[src/rtl/gate_test_pkg.sv]
// Shared definitions for the gate truth-table tester: gate function codes,
// controller state encoding and vector sizing.
package gate_test_pkg;

    localparam int NUM_VECTORS = 4;
    localparam int VEC_IDX_W   = 2;
    localparam int ERR_W       = 3;
    localparam int SETTLE_W    = 4;

    typedef enum logic [2:0] {
        FN_AND    = 3'd0,
        FN_NAND   = 3'd1,
        FN_OR     = 3'd2,
        FN_NOR    = 3'd3,
        FN_XOR    = 3'd4,
        FN_XNOR   = 3'd5,
        FN_NOT_A  = 3'd6,
        FN_BUF_A  = 3'd7
    } gate_func_e;

    typedef enum logic [2:0] {
        ST_IDLE   = 3'd0,
        ST_APPLY  = 3'd1,
        ST_SETTLE = 3'd2,
        ST_SAMPLE = 3'd3,
        ST_DONE   = 3'd4
    } tester_state_e;

    // True when idx addresses the final vector of a run.
    function automatic logic is_last_vector(input logic [VEC_IDX_W-1:0] idx);
        return idx == VEC_IDX_W'(NUM_VECTORS - 1);
    endfunction

endpackage

[src/rtl/gate_ref_model.sv]
// Combinational golden value of the selected two-input gate function.
module gate_ref_model
    import gate_test_pkg::*;
(
    input  logic [2:0] func_sel,
    input  logic       a,
    input  logic       b,
    output logic       expected
);

    always_comb begin
        expected = 1'b0;
        case (gate_func_e'(func_sel))
            FN_AND:   expected = a & b;
            FN_NAND:  expected = ~(a & b);
            FN_OR:    expected = a | b;
            FN_NOR:   expected = ~(a | b);
            FN_XOR:   expected = a ^ b;
            FN_XNOR:  expected = ~(a ^ b);
            FN_NOT_A: expected = ~a;
            FN_BUF_A: expected = a;
            default:  expected = 1'b0;
        endcase
    end

endmodule

[src/rtl/gate_truth_table_tester.sv]
// Walks the four {a,b} input vectors through a gate under test, waits a
// settle time for each, and records which outputs disagree with func_sel.
module gate_truth_table_tester
    import gate_test_pkg::*;
#(
    parameter int SETTLE_CYCLES = 2
) (
    input  logic       clk,
    input  logic       rst,
    input  logic       start,
    input  logic [2:0] func_sel,
    output logic       a,
    output logic       b,
    input  logic       x,
    output logic       busy,
    output logic       done,
    output logic       pass,
    output logic [2:0] err_count,
    output logic [3:0] fail_vec
);

    // Terminal count of the settle counter; unused when SETTLE_CYCLES is 0.
    localparam logic [SETTLE_W-1:0] SETTLE_LAST =
        (SETTLE_CYCLES == 0) ? '0 : SETTLE_W'(SETTLE_CYCLES - 1);

    tester_state_e              state_q, state_d;
    logic [VEC_IDX_W-1:0]       idx_q, idx_d;
    logic [SETTLE_W-1:0]        cnt_q, cnt_d;
    gate_func_e                 func_q, func_d;
    logic [ERR_W-1:0]           err_q, err_d;
    logic [NUM_VECTORS-1:0]     fail_q, fail_d;

    logic                       exp_bit;
    logic                       mismatch;
    logic [NUM_VECTORS-1:0]     vec_onehot;

    genvar gi;
    generate
        for (gi = 0; gi < NUM_VECTORS; gi++) begin : g_onehot
            assign vec_onehot[gi] = (idx_q == VEC_IDX_W'(gi));
        end
    endgenerate

    gate_ref_model u_ref (
        .func_sel (func_q),
        .a        (a),
        .b        (b),
        .expected (exp_bit)
    );

    assign mismatch = (x != exp_bit);

    always_ff @(posedge clk) begin
        if (rst) begin
            state_q <= ST_IDLE;
            idx_q   <= '0;
            cnt_q   <= '0;
            func_q  <= FN_AND;
            err_q   <= '0;
            fail_q  <= '0;
        end else begin
            state_q <= state_d;
            idx_q   <= idx_d;
            cnt_q   <= cnt_d;
            func_q  <= func_d;
            err_q   <= err_d;
            fail_q  <= fail_d;
        end
    end

    always_comb begin
        state_d = state_q;
        idx_d   = idx_q;
        cnt_d   = cnt_q;
        func_d  = func_q;
        err_d   = err_q;
        fail_d  = fail_q;

        case (state_q)
            ST_IDLE, ST_DONE: begin
                if (start) begin
                    state_d = ST_APPLY;
                    func_d  = gate_func_e'(func_sel);
                    idx_d   = '0;
                    cnt_d   = '0;
                    err_d   = '0;
                    fail_d  = '0;
                end
            end
            ST_APPLY: begin
                cnt_d   = '0;
                state_d = (SETTLE_CYCLES == 0) ? ST_SAMPLE : ST_SETTLE;
            end
            ST_SETTLE: begin
                if (cnt_q == SETTLE_LAST) begin
                    state_d = ST_SAMPLE;
                end else begin
                    cnt_d = cnt_q + SETTLE_W'(1);
                end
            end
            ST_SAMPLE: begin
                if (mismatch) begin
                    fail_d = fail_q | vec_onehot;
                    // Saturate: a run has only NUM_VECTORS chances to miss.
                    if (err_q != ERR_W'(NUM_VECTORS)) begin
                        err_d = err_q + ERR_W'(1);
                    end
                end
                if (is_last_vector(idx_q)) begin
                    state_d = ST_DONE;
                end else begin
                    idx_d   = idx_q + VEC_IDX_W'(1);
                    state_d = ST_APPLY;
                end
            end
            default: state_d = ST_IDLE;
        endcase
    end

    assign busy      = (state_q == ST_APPLY) || (state_q == ST_SETTLE) || (state_q == ST_SAMPLE);
    assign done      = (state_q == ST_DONE);
    assign pass      = done && (err_q == '0);
    assign a         = busy & idx_q[1];
    assign b         = busy & idx_q[0];
    assign err_count = err_q;
    assign fail_vec  = fail_q;

endmodule

[config.mk]
export PLATFORM = sky130hd
export DESIGN_NAME = gate_truth_table_tester
export DESIGN_NICKNAME = d
export VERILOG_FILES = /design/src/rtl/gate_test_pkg.sv /design/src/rtl/gate_ref_model.sv /design/src/rtl/gate_truth_table_tester.sv
export SDC_FILE = /design/constraint.sdc
export NUM_CORES = 1
export LEC_CHECK = 0
export BUFFER_PORTS_ARGS = -buffer_cell sky130_fd_sc_hd__buf_4
export CAP_MARGIN = 30
export CORE_MARGIN = 2
export CORE_UTILIZATION = 50
export CTS_BUF_LIST = sky130_fd_sc_hd__clkbuf_2 sky130_fd_sc_hd__clkbuf_4 sky130_fd_sc_hd__clkbuf_8
export DETAILED_ROUTE_END_ITERATION = 12
export GPL_TIMING_DRIVEN = 0
export PLACE_DENSITY = 0.7
export SETUP_SLACK_MARGIN = 0.1
export SLEW_MARGIN = 30
export SYNTH_ARGS = -nofsm -noshare
export SYNTH_HDL_FRONTEND = slang
export SYNTH_SLANG_ARGS = --single-unit
[constraint.sdc]
create_clock -name clk -period 2.32 [get_ports clk]
set_input_delay 0.232 -clock clk [delete_from_list [all_inputs] [get_ports clk]]
set_output_delay 0.232 -clock clk [all_outputs]
set_load 0.05 [all_outputs]
==> impl_metrics.json, run 1 <==
{
  "ctsHtreeMaxLevel": 1,
  "via_per_inst": 5.297,
  "post-place-ws_ps": 19.71,
  "seq_area_um2": 385.4,
  "cp_num_buf_inv": 0,
  "synth_edf_count": 0,
  "path_delay_family": "simple AND/OR/NAND/NOR gates",
  "setup_viol": 0,
  "hold_path.class": "in2reg",
  "cp_slowest_cell": "or4_4",
  "min_period_over_period_pct": 92.94,
  "placed_cells": 170,
  "io_buffer_count": 17,
  "wl_per_cell_um": 12.86,
  "ys_types": 39,
  "yosysWarnings": 0,
  "worstPathCellList": "o21ba_4 > nand2_4 > ha_4 > and2_4 > or4_4 > o211ai_4 > and2_4 > mux2_4",
  "hold_violations": 0,
  "syn_nets": 143,
  "fillers": 167,
  "async_flop_share_pct": 0,
  "timing.hold.ws_ps": 177.6,
  "synth_ff_type": "dfxtp_1",
  "layout_commonest_cell": "buf_4",
  "dpl_cell_area_mm2": 0.001284,
  "clock_path_buffers": 2,
  "fin_area_mm2": 0.001406,
  "drv_slew": 0,
  "cts_inserted_buffers": 3,
  "gp_congestion": 0.7877,
  "synth.area.mux_share_pct": 2.307,
  "routed_wl_um": 2341,
  "pwr-share-seq_pct": 34.8,
  "antenna_left": 0,
  "tightest_slew_ps": 421.7,
  "required_ps": 2520,
  "fmax_mhz": 463.8,
  "path_common_cell": "and2_4",
  "layout_setup_ws_ps": 163.8,
  "path_class": "reg2reg",
  "status": "finished clean",
  "multi_input_area_um2": 703.2,
  "seq_area_frac_synth_pct": 35.06,
  "grt.total_usage_pct": 19.55,
  "num_antenna_cells": 0,
  "grt_max_degree": 12,
  "start_util_pct": 54.19,
  "ioPinCount": 19,
  "initialDrtViolationCount": 20,
  "cts_tree": "done",
  "synth_fa_ha_area_share_pct": 11.53,
  "min_period_ps": 2156,
  "drc": 0,
  "crit_path_max_fanout": 4,
  "p_per_area_mw_per_mm2": 846.1,
  "layout_common_cells": "buf_4 (25), dfxtp_1 (17), nor2_1 (15)",
  "skew_ps": 1.613,
  "antenna_found_initial": 0,
  "core_area_mm2": 0.002002,
  "slew_headroom_pct": 71.89,
  "die-height_um": 50.58,
  "p_total_mw": 1.190,
  "drv_cap": 0,
  "fin_nets": 173,
  "clockPowerShare_pct": 14.0,
  "cts_sinks": 19,
  "area_growth_pct": 29.64,
  "critPathCaptureType": "flop",
  "p_leak_nw": 0.6012,
  "cpPeakStageDelay_ps": 420,
  "worst_ir_drop_vdd_mv": 0.5451,
  "die_x_um": 50.58,
  "synth_top_family_by_area": "simple AND/OR/NAND/NOR gates",
  "grt_pass1_wl_um": 3933,
  "clk-insertion-delay-late_ps": 290,
  "clock-root-buffer": "clkbuf_4",
  "firstDrtPassIters": 4,
  "synth_xor_area_share_pct": 4.037,
  "synth_area_mm2": 0.001085,
  "swShare_pct": 40.92,
  "drive_gt1_share_pct": 32.26,
  "critPathArrivalTime_ps": 2350,
  "grt_pass1_vias": 895,
  "intPower_mw": 0.7030,
  "vias": 964,
  "stdcell_count": 182,
  "hpwl_um": 1581,
  "synth-simple-area-share_pct": 23.76,
  "rsz0062_at_grt": "true",
  "comb_power_share_pct": 51.2,
  "ys_seq_elements": 19,
  "row_count": 16,
  "globalRouteOverflowTotal": 0,
  "syn_area_per_cell_um2": 8.609,
  "synthCells": 126,
  "p_switching_mw": 0.4869,
  "cts.clk_slew.worst_paths_ps": 110,
  "die_area_mm2": 0.002558,
  "synth_compound_area_share_pct": 17.30,
  "start_kind": "flop"
}
## per-stage QoR
stage	utilization [%]	setup TNS (ps)
finish	70.25	0
global route	70.25	0
CTS	67.63	0
detailed placement	64.13	0
global placement	64.13	0
floorplan	-	-78.78
## kinds of logic after synthesis
group	count (synthesis)
AOI/OAI and AO/OA	26
xor gates and xnor gates	5
adders and majority gates	10
buffers and inverters	15
DFF	19
muxes	2
and+or+nand+nor	49
## power groups by stage
stage	Clock, mW	Sequential (mW)	Combinational, mW
3_3_place_gp	0	0.416	0.492
3_5_place_dp	0	0.418	0.502
2_1_floorplan	0	0.419	0.397
4_1_cts	0.170	0.413	0.566
6_report	0.166	0.414	0.610
5_1_grt	0.185	0.423	0.672
## repair_timing
item                                    4_1_cts  5_1_grt
endpoints found under the setup margin        1        7
gates cloned                                  0        0
gates resized for setup                       3        8
pin swaps                                     3        4
buffers inserted                              5        3
hold buffers                                  0        0
## worst paths after layout
| kind | slack [ps] | depth (start not counted) | from | to |
|---|---|---|---|---|
| hold / removal | 180 | 3 | func_sel[0] | func_q[0] |
| setup / recovery | 160 | 8 | state_q[2] | err_count[0] |
| setup reg to reg | 160 | 8 | state_q[2] | err_count[0] |
| hold reg to reg | 480 | 2 | func_q[0] | func_q[0] |
## final cells by class
cell class | count | area share, %
buffer | 6 | 2.224
multi-input combinational | 92 | 50.00
clock buffer | 3 | 1.601
clock inverter | 1 | 0.3559
inverter | 9 | 2.669
tap | 27 | 2.402
timing repair buffer | 25 | 13.35
sequential | 19 | 27.40
## registers in the layout (all words and copies together) (netlist names)
signal	cells
state_q	3
func_q	3
cnt_q	4
fail_vec	4
err_count	3
idx_q	2
## layer usage
metal  track usage (%)  vias up  part of all wire, %  wire length (um)
met2             34.43       22                   49              1141
met4             2.703        0                 0.38                 9
met3             2.679        2                  3.3                78
li1                  -      494                    -                 -
met1             25.93      446                   47              1111
met5                 0        -                    0                 0
## Yosys cell counts (2+ instances only)
library cell	n	area [um^2]
nor2_1	16	60.06
a31oi_1	2	12.51
dfxtp_1	19	380.4
ha_1	10	125.1
and3b_1	2	17.52
a32oi_1	4	35.03
a21oi_1	8	40.04
and2_1	2	12.51
nand3_1	2	10.01
inv_1	9	33.78
nand2_1	11	41.29
o21ai_0	3	15.01
nor3b_1	2	15.01
nor3_1	6	30.03
clkbuf_1	3	11.26
xnor2_1	4	35.03
## worst reg2reg max path: stages (launching register included)
cell      delay (ps)
dfxtp_4          370
o21ba_4          270
nand2_4           80
ha_4             170
and2_4           150
or4_4            420
o211ai_4         120
and2_4           190
mux2_4           290
Note: power is estimated with default switching activity, not from simulation.
==> run 2, diff against run 1 <==
--- a/config.mk
+++ b/config.mk
@@ -8,11 +8,11 @@
 export BUFFER_PORTS_ARGS = -buffer_cell sky130_fd_sc_hd__buf_4
 export CAP_MARGIN = 30
 export CORE_MARGIN = 2
-export CORE_UTILIZATION = 50
+export CORE_UTILIZATION = 57
 export CTS_BUF_LIST = sky130_fd_sc_hd__clkbuf_2 sky130_fd_sc_hd__clkbuf_4 sky130_fd_sc_hd__clkbuf_8
 export DETAILED_ROUTE_END_ITERATION = 12
 export GPL_TIMING_DRIVEN = 0
-export PLACE_DENSITY = 0.7
+export PLACE_DENSITY = 0.79
 export SETUP_SLACK_MARGIN = 0.1
 export SLEW_MARGIN = 30
 export SYNTH_ARGS = -nofsm -noshare
==> run 2 against run 1 <==
Non-clock buffer count stayed put. Setup slack got worse by 50 ps. Largest cell class unchanged. Critical endpoint unchanged. Clock skew is 1.0 ps higher. Hold slack got worse by 0.50 ps.
==> impl_metrics.json, run 2 (synthesis results as in run 1) <==
{
  "ctsHoldBuffers": 0,
  "hold_path.class": "in2reg",
  "slew_headroom_pct": 72.86,
  "worstPathCellList": "o21ba_4 > nand2_4 > clkinvlp_4 > ha_4 > nor2_2 > or4_4 > o211ai_4 > and2_4 > mux2_4",
  "skew_ps": 2.655,
  "row_count": 15,
  "fillers": 121,
  "r2r_start": "state_q[2]",
  "placed_cells": 168,
  "io_buffer_count": 17,
  "routed_wl_um": 2346,
  "stdcell_count": 180,
  "num_antenna_cells": 0,
  "grt_max_degree": 11,
  "critPathCaptureType": "flop",
  "vias": 986,
  "min_period_ps": 2206,
  "start_util_pct": 61.49,
  "cts_tree": "done",
  "min_period_over_period_pct": 95.09,
  "tightest_slew_ps": 407.1,
  "crit_path_max_fanout": 5,
  "r2r_cells": 9,
  "routed.top_layer": "met4",
  "clock_path_buffers": 2,
  "wl_per_cell_um": 13.03,
  "layout_setup_ws_ps": 113.9,
  "setup_viol": 0,
  "r2r_end": "err_count[0]",
  "cts_inserted_buffers": 3,
  "die_x_um": 47.63,
  "fin_area_mm2": 0.001418,
  "r2r_slack_ps": 110,
  "hpwl_um": 1627,
  "cp_num_buf_inv": 1,
  "cts.clk_slew.worst_paths_ps": 100,
  "grt.total_usage_pct": 21.64,
  "fmax_mhz": 453.3,
  "ioPinCount": 19,
  "wl_met3_um": 105,
  "path_class": "reg2reg",
  "p_total_mw": 1.205,
  "cts_sinks": 19,
  "cp_slowest_cell": "or4_4",
  "p_leak_nw": 0.6106,
  "layout_commonest_cell": "buf_4",
  "worstHoldStart": "func_sel[2]",
  "antenna_found_initial": 0,
  "dpl_cell_area_mm2": 0.001281,
  "required_ps": 2510,
  "initialDrtViolationCount": 12,
  "clk-insertion-delay-late_ps": 290,
  "wl_met2_um": 1059,
  "drt-met1-wl_um": 1141,
  "clock-root-buffer": "clkbuf_4",
  "holdPathStages": 3,
  "status": "finished clean",
  "seq_area_um2": 385.4,
  "core_area_mm2": 0.001764,
  "fin_nets": 173,
  "drv_slew": 0,
  "hold_violations": 0,
  "layout_common_cells": "buf_4 (24), dfxtp_1 (17), nor2_1 (15)",
  "drv_cap": 0,
  "gp_congestion": 0.7454,
  "critPathArrivalTime_ps": 2400,
  "drive_gt1_share_pct": 32.90,
  "worst_ir_drop_vdd_mv": 0.7396,
  "die_area_mm2": 0.002268,
  "firstDrtPassIters": 4,
  "ctsHtreeMaxLevel": 1,
  "grt_pass1_wl_um": 3477,
  "die-height_um": 47.63,
  "post-place-ws_ps": -16.43,
  "antenna_left": 0,
  "start_kind": "flop",
  "p_per_area_mw_per_mm2": 849.8,
  "path_delay_family": "simple AND/OR/NAND/NOR gates",
  "drc": 0,
  "cpPeakStageDelay_ps": 500,
  "hold_end": "func_q[2]",
  "multi_input_area_um2": 710.7,
  "area_growth_pct": 30.68,
  "grt_pass1_vias": 831,
  "globalRouteOverflowTotal": 0,
  "timing.hold.ws_ps": 177.1,
  "rsz0062_at_grt": "true",
  "via_per_inst": 5.478
}
run 2: cell count changes in the layout (fill, tap and decap cells not counted), sizes merged:
cell and change:
clkbuf +1, clkinv -1
run 2: per-layer routing:
layer / global-route usage [%] / vias to the layer above
li1: - / 500
met1: 29.49 / 455
met2: 34.59 / 26
met3: 2.264 / 5
met4: 9.730 / 0
met5: 0 / -
run 2: through the flow:
| step | setup TNS, ps | util, % |
|---|---|---|
| global placement | 0 | 72.62 |
| floorplan | -78.78 | - |
| CTS | 0 | 75.39 |
| global route | 0 | 80.35 |
| detailed placement | -16.43 | 72.62 |
| finish | 0 | 80.35 |
run 2: repair_timing:
action	CTS	global route
setup endpoints to repair	2	7
resized for setup	3	11
setup buffers	2	6
pin swaps	3	2
run 2: worst max path at each step:
stage | startpoint | to | depth (start not counted)
2_1_floorplan | state_q[1] | err_count[0] | 10
3_3_place_gp | state_q[1] | err_count[0] | 10
3_5_place_dp | state_q[2] | err_count[0] | 8
4_1_cts | state_q[1] | err_count[0] | 9
5_1_grt | state_q[1] | err_count[0] | 10
6_report | state_q[2] | err_count[0] | 9
run 2: report_power, final:
| group | switching [mW] | internal [mW] | leakage [nW] | total (mW) |
|---|---|---|---|---|
| combinational | 0.343 | 0.274 | 0.437 | 0.618 |
| clock | 0.0940 | 0.0787 | 0.0184 | 0.173 |
| sequential | 0.0430 | 0.371 | 0.155 | 0.414 |
| total | 0.480 | 0.725 | 0.611 | 1.20 |
run 2: layout make-up:
class	instances	share of cell area, %
Inverter	9	2.648
Multi-Input combinational cell	92	50.13
Clock buffer	4	2.118
Tap cell	25	2.207
Sequential cell	19	27.18
Timing Repair Buffer	25	13.50
Buffer	6	2.207
run 2: tightest hold or removal path, cell delays in order:
cell,delay [ps]
buf_4,110
nand2_1,40
a21oi_1,50
==> run 3, diff against run 2 <==
--- a/config.mk
+++ b/config.mk
@@ -5,14 +5,15 @@
 export SDC_FILE = /design/constraint.sdc
 export NUM_CORES = 1
 export LEC_CHECK = 0
+export ABC_AREA = 1
 export BUFFER_PORTS_ARGS = -buffer_cell sky130_fd_sc_hd__buf_4
 export CAP_MARGIN = 30
 export CORE_MARGIN = 2
-export CORE_UTILIZATION = 57
+export CORE_UTILIZATION = 58
 export CTS_BUF_LIST = sky130_fd_sc_hd__clkbuf_2 sky130_fd_sc_hd__clkbuf_4 sky130_fd_sc_hd__clkbuf_8
 export DETAILED_ROUTE_END_ITERATION = 12
 export GPL_TIMING_DRIVEN = 0
-export PLACE_DENSITY = 0.79
+export PLACE_DENSITY = 0.8
 export SETUP_SLACK_MARGIN = 0.1
 export SLEW_MARGIN = 30
 export SYNTH_ARGS = -nofsm -noshare
==> run 3 against run 2 <==
Clock-buffer cell count unchanged. Core utilization fell by 8.6 points. Power rose by 9.9%. Synthesized cell count grew 25%. Via count is 9.5% higher.
==> impl_metrics.json, run 3 <==
{
  "clk-insertion-delay-late_ps": 300,
  "post-place-ws_ps": 345.3,
  "hold_path.class": "in2reg",
  "seq_area_frac_synth_pct": 32.07,
  "cts_tree": "done",
  "antenna_left": 0,
  "ctsHtreeMaxLevel": 1,
  "path_delay_family": "simple AND/OR/NAND/NOR gates",
  "syn_area_per_cell_um2": 7.555,
  "grt_pass1_vias": 980,
  "yosys.area.top_type": "dfxtp_1",
  "status": "finished clean",
  "vias": 1080,
  "cpPeakStageDelay_ps": 350,
  "cts_setup_buffers": 0,
  "setup_viol": 0,
  "hold_violations": 0,
  "drv_cap": 0,
  "clock-root-buffer": "clkbuf_4",
  "synth.top_cell.area_share_pct": 32.07,
  "firstDrtPassIters": 4,
  "wl_per_cell_um": 10.84,
  "start_util_pct": 61.08,
  "synth_ff_type": "dfxtp_1",
  "cts_inserted_buffers": 3,
  "layout_setup_ws_ps": 330.1,
  "crit_path_max_fanout": 8,
  "synth_area_mm2": 0.001186,
  "min_period_over_period_pct": 85.77,
  "setup_tns_ps": 0,
  "row_count": 16,
  "path_common_cell": "nand2_1",
  "grt.total_usage_pct": 21.31,
  "routed.top_layer": "met4",
  "worstPathCellList": "nor2_1 > nor2_4 > nand2_1 > inv_1 > ha_1 > o21ai_0 > nand2_1 > nand3_1 > nand2_1 > nand2_2 > nand3_4 > nand2_1 > nand2_1 > nand2_1 > nor2_1",
  "die_x_um": 49.22,
  "cp_slowest_cell": "dfxtp_1",
  "layout_commonest_cell": "inv_1",
  "synthCells": 157,
  "rsz0062_at_grt": "false",
  "via_per_inst": 5.243,
  "die_area_mm2": 0.002423,
  "clock_path_buffers": 2,
  "p_total_mw": 1.324,
  "grt_pass1_wl_um": 3995,
  "p_leak_nw": 0.6350,
  "gp_congestion": 0.9068,
  "cts.clk_slew.worst_paths_ps": 110,
  "syn_nets": 174,
  "min_period_ps": 1990,
  "ioPinCount": 19,
  "wl_met2_um": 1150,
  "ys_top_cells_by_area": "dfxtp_1 (32%), ha_1 (11%), inv_1 (8.5%)",
  "fmax_mhz": 502.5,
  "ys_types": 28,
  "layout_common_cells": "inv_1 (27), nand2_1 (20), dfxtp_1 (19)",
  "ys_seq_elements": 19,
  "critPathCaptureType": "flop",
  "grt_max_degree": 11,
  "drc": 0,
  "p_per_area_mw_per_mm2": 950.9,
  "cts_resized": 0,
  "io_buffer_count": 18,
  "wl_met3_um": 80,
  "critPathArrivalTime_ps": 2200,
  "initialDrtViolationCount": 21,
  "tightest_slew_ps": 355.5,
  "synth_edf_count": 0,
  "async_flop_share_pct": 0,
  "drive_gt1_share_pct": 25.70,
  "drv_slew": 0,
  "post-synth-top-count-cell": "inv_1",
  "num_antenna_cells": 0,
  "die-height_um": 49.22,
  "globalRouteOverflowTotal": 0,
  "cts_sinks": 19,
  "drt-met1-wl_um": 963,
  "area_growth_pct": 17.41,
  "routed_wl_um": 2234,
  "fin_nets": 197,
  "start_kind": "flop",
  "ctsHoldBuffers": 0,
  "yosysWarnings": 0,
  "hpwl_um": 1837,
  "antenna_found_initial": 0,
  "cp_num_buf_inv": 1,
  "netlist_top_cells_count": "inv_1 (27), nand2_1 (20), dfxtp_1 (19), nor2_1 (15), a21oi_1 (11)",
  "slew_headroom_pct": 76.27,
  "core_area_mm2": 0.001942,
  "worst_ir_drop_vdd_mv": 0.6445,
  "path_class": "reg2reg",
  "skew_ps": 2.212,
  "required_ps": 2530
}
[run 3: routing by layer]
| metal | vias to the layer above | GRT usage [%] |
|---|---|---|
| met5 | - | 0 |
| met4 | 0 | 8.571 |
| met3 | 5 | 4.601 |
| met2 | 17 | 37.61 |
| met1 | 504 | 24.76 |
| li1 | 554 | - |
[run 3: per-stage QoR]
step,instance area (um^2),hold slack (ps),instances,util (%)
detailed placement,1363,431.4,202,70.17
global placement,1363,421.3,202,70.17
global route,1393,99.66,206,71.71
CTS,1393,102.0,206,71.71
finish,1393,109.1,206,71.71
floorplan,1194,301.1,157,-
[run 3: cell type report]
| type | instances | area, um^2 |
|---|---|---|
| multi-input cells | 106 | 693.2 |
| clock buffers | 4 | 30.03 |
| well taps | 27 | 33.78 |
| fillers | 176 | 549.3 |
| repair buffers | 18 | 135.1 |
| flip-flops and latches | 19 | 380.4 |
| inverters | 32 | 120.1 |
[run 3: power by group]
group	leakage, nW	total [mW]	switching, mW	internal [mW]
logic	0.461	0.684	0.462	0.222
registers	0.155	0.458	0.0665	0.392
clock network	0.0184	0.182	0.103	0.0787
[run 3: logic make-up after synthesis]
group           Yosys count  share of synthesized area [%]
xor+xnor                  2                          1.477
flops                    19                          32.07
fa+ha+maj                10                          10.55
buf+inv                  32                          10.13
compound gates           23                          10.87
simple gates             71                          34.92
[run 3: worst paths after layout]
kind,slack [ps],startpoint,to,cells after the start
max,330,state_q[0],err_count[2],15
min,110,rst,state_q[2],2
max reg2reg,330,state_q[0],err_count[2],15
min reg2reg,450,fail_vec[1],fail_vec[1],2
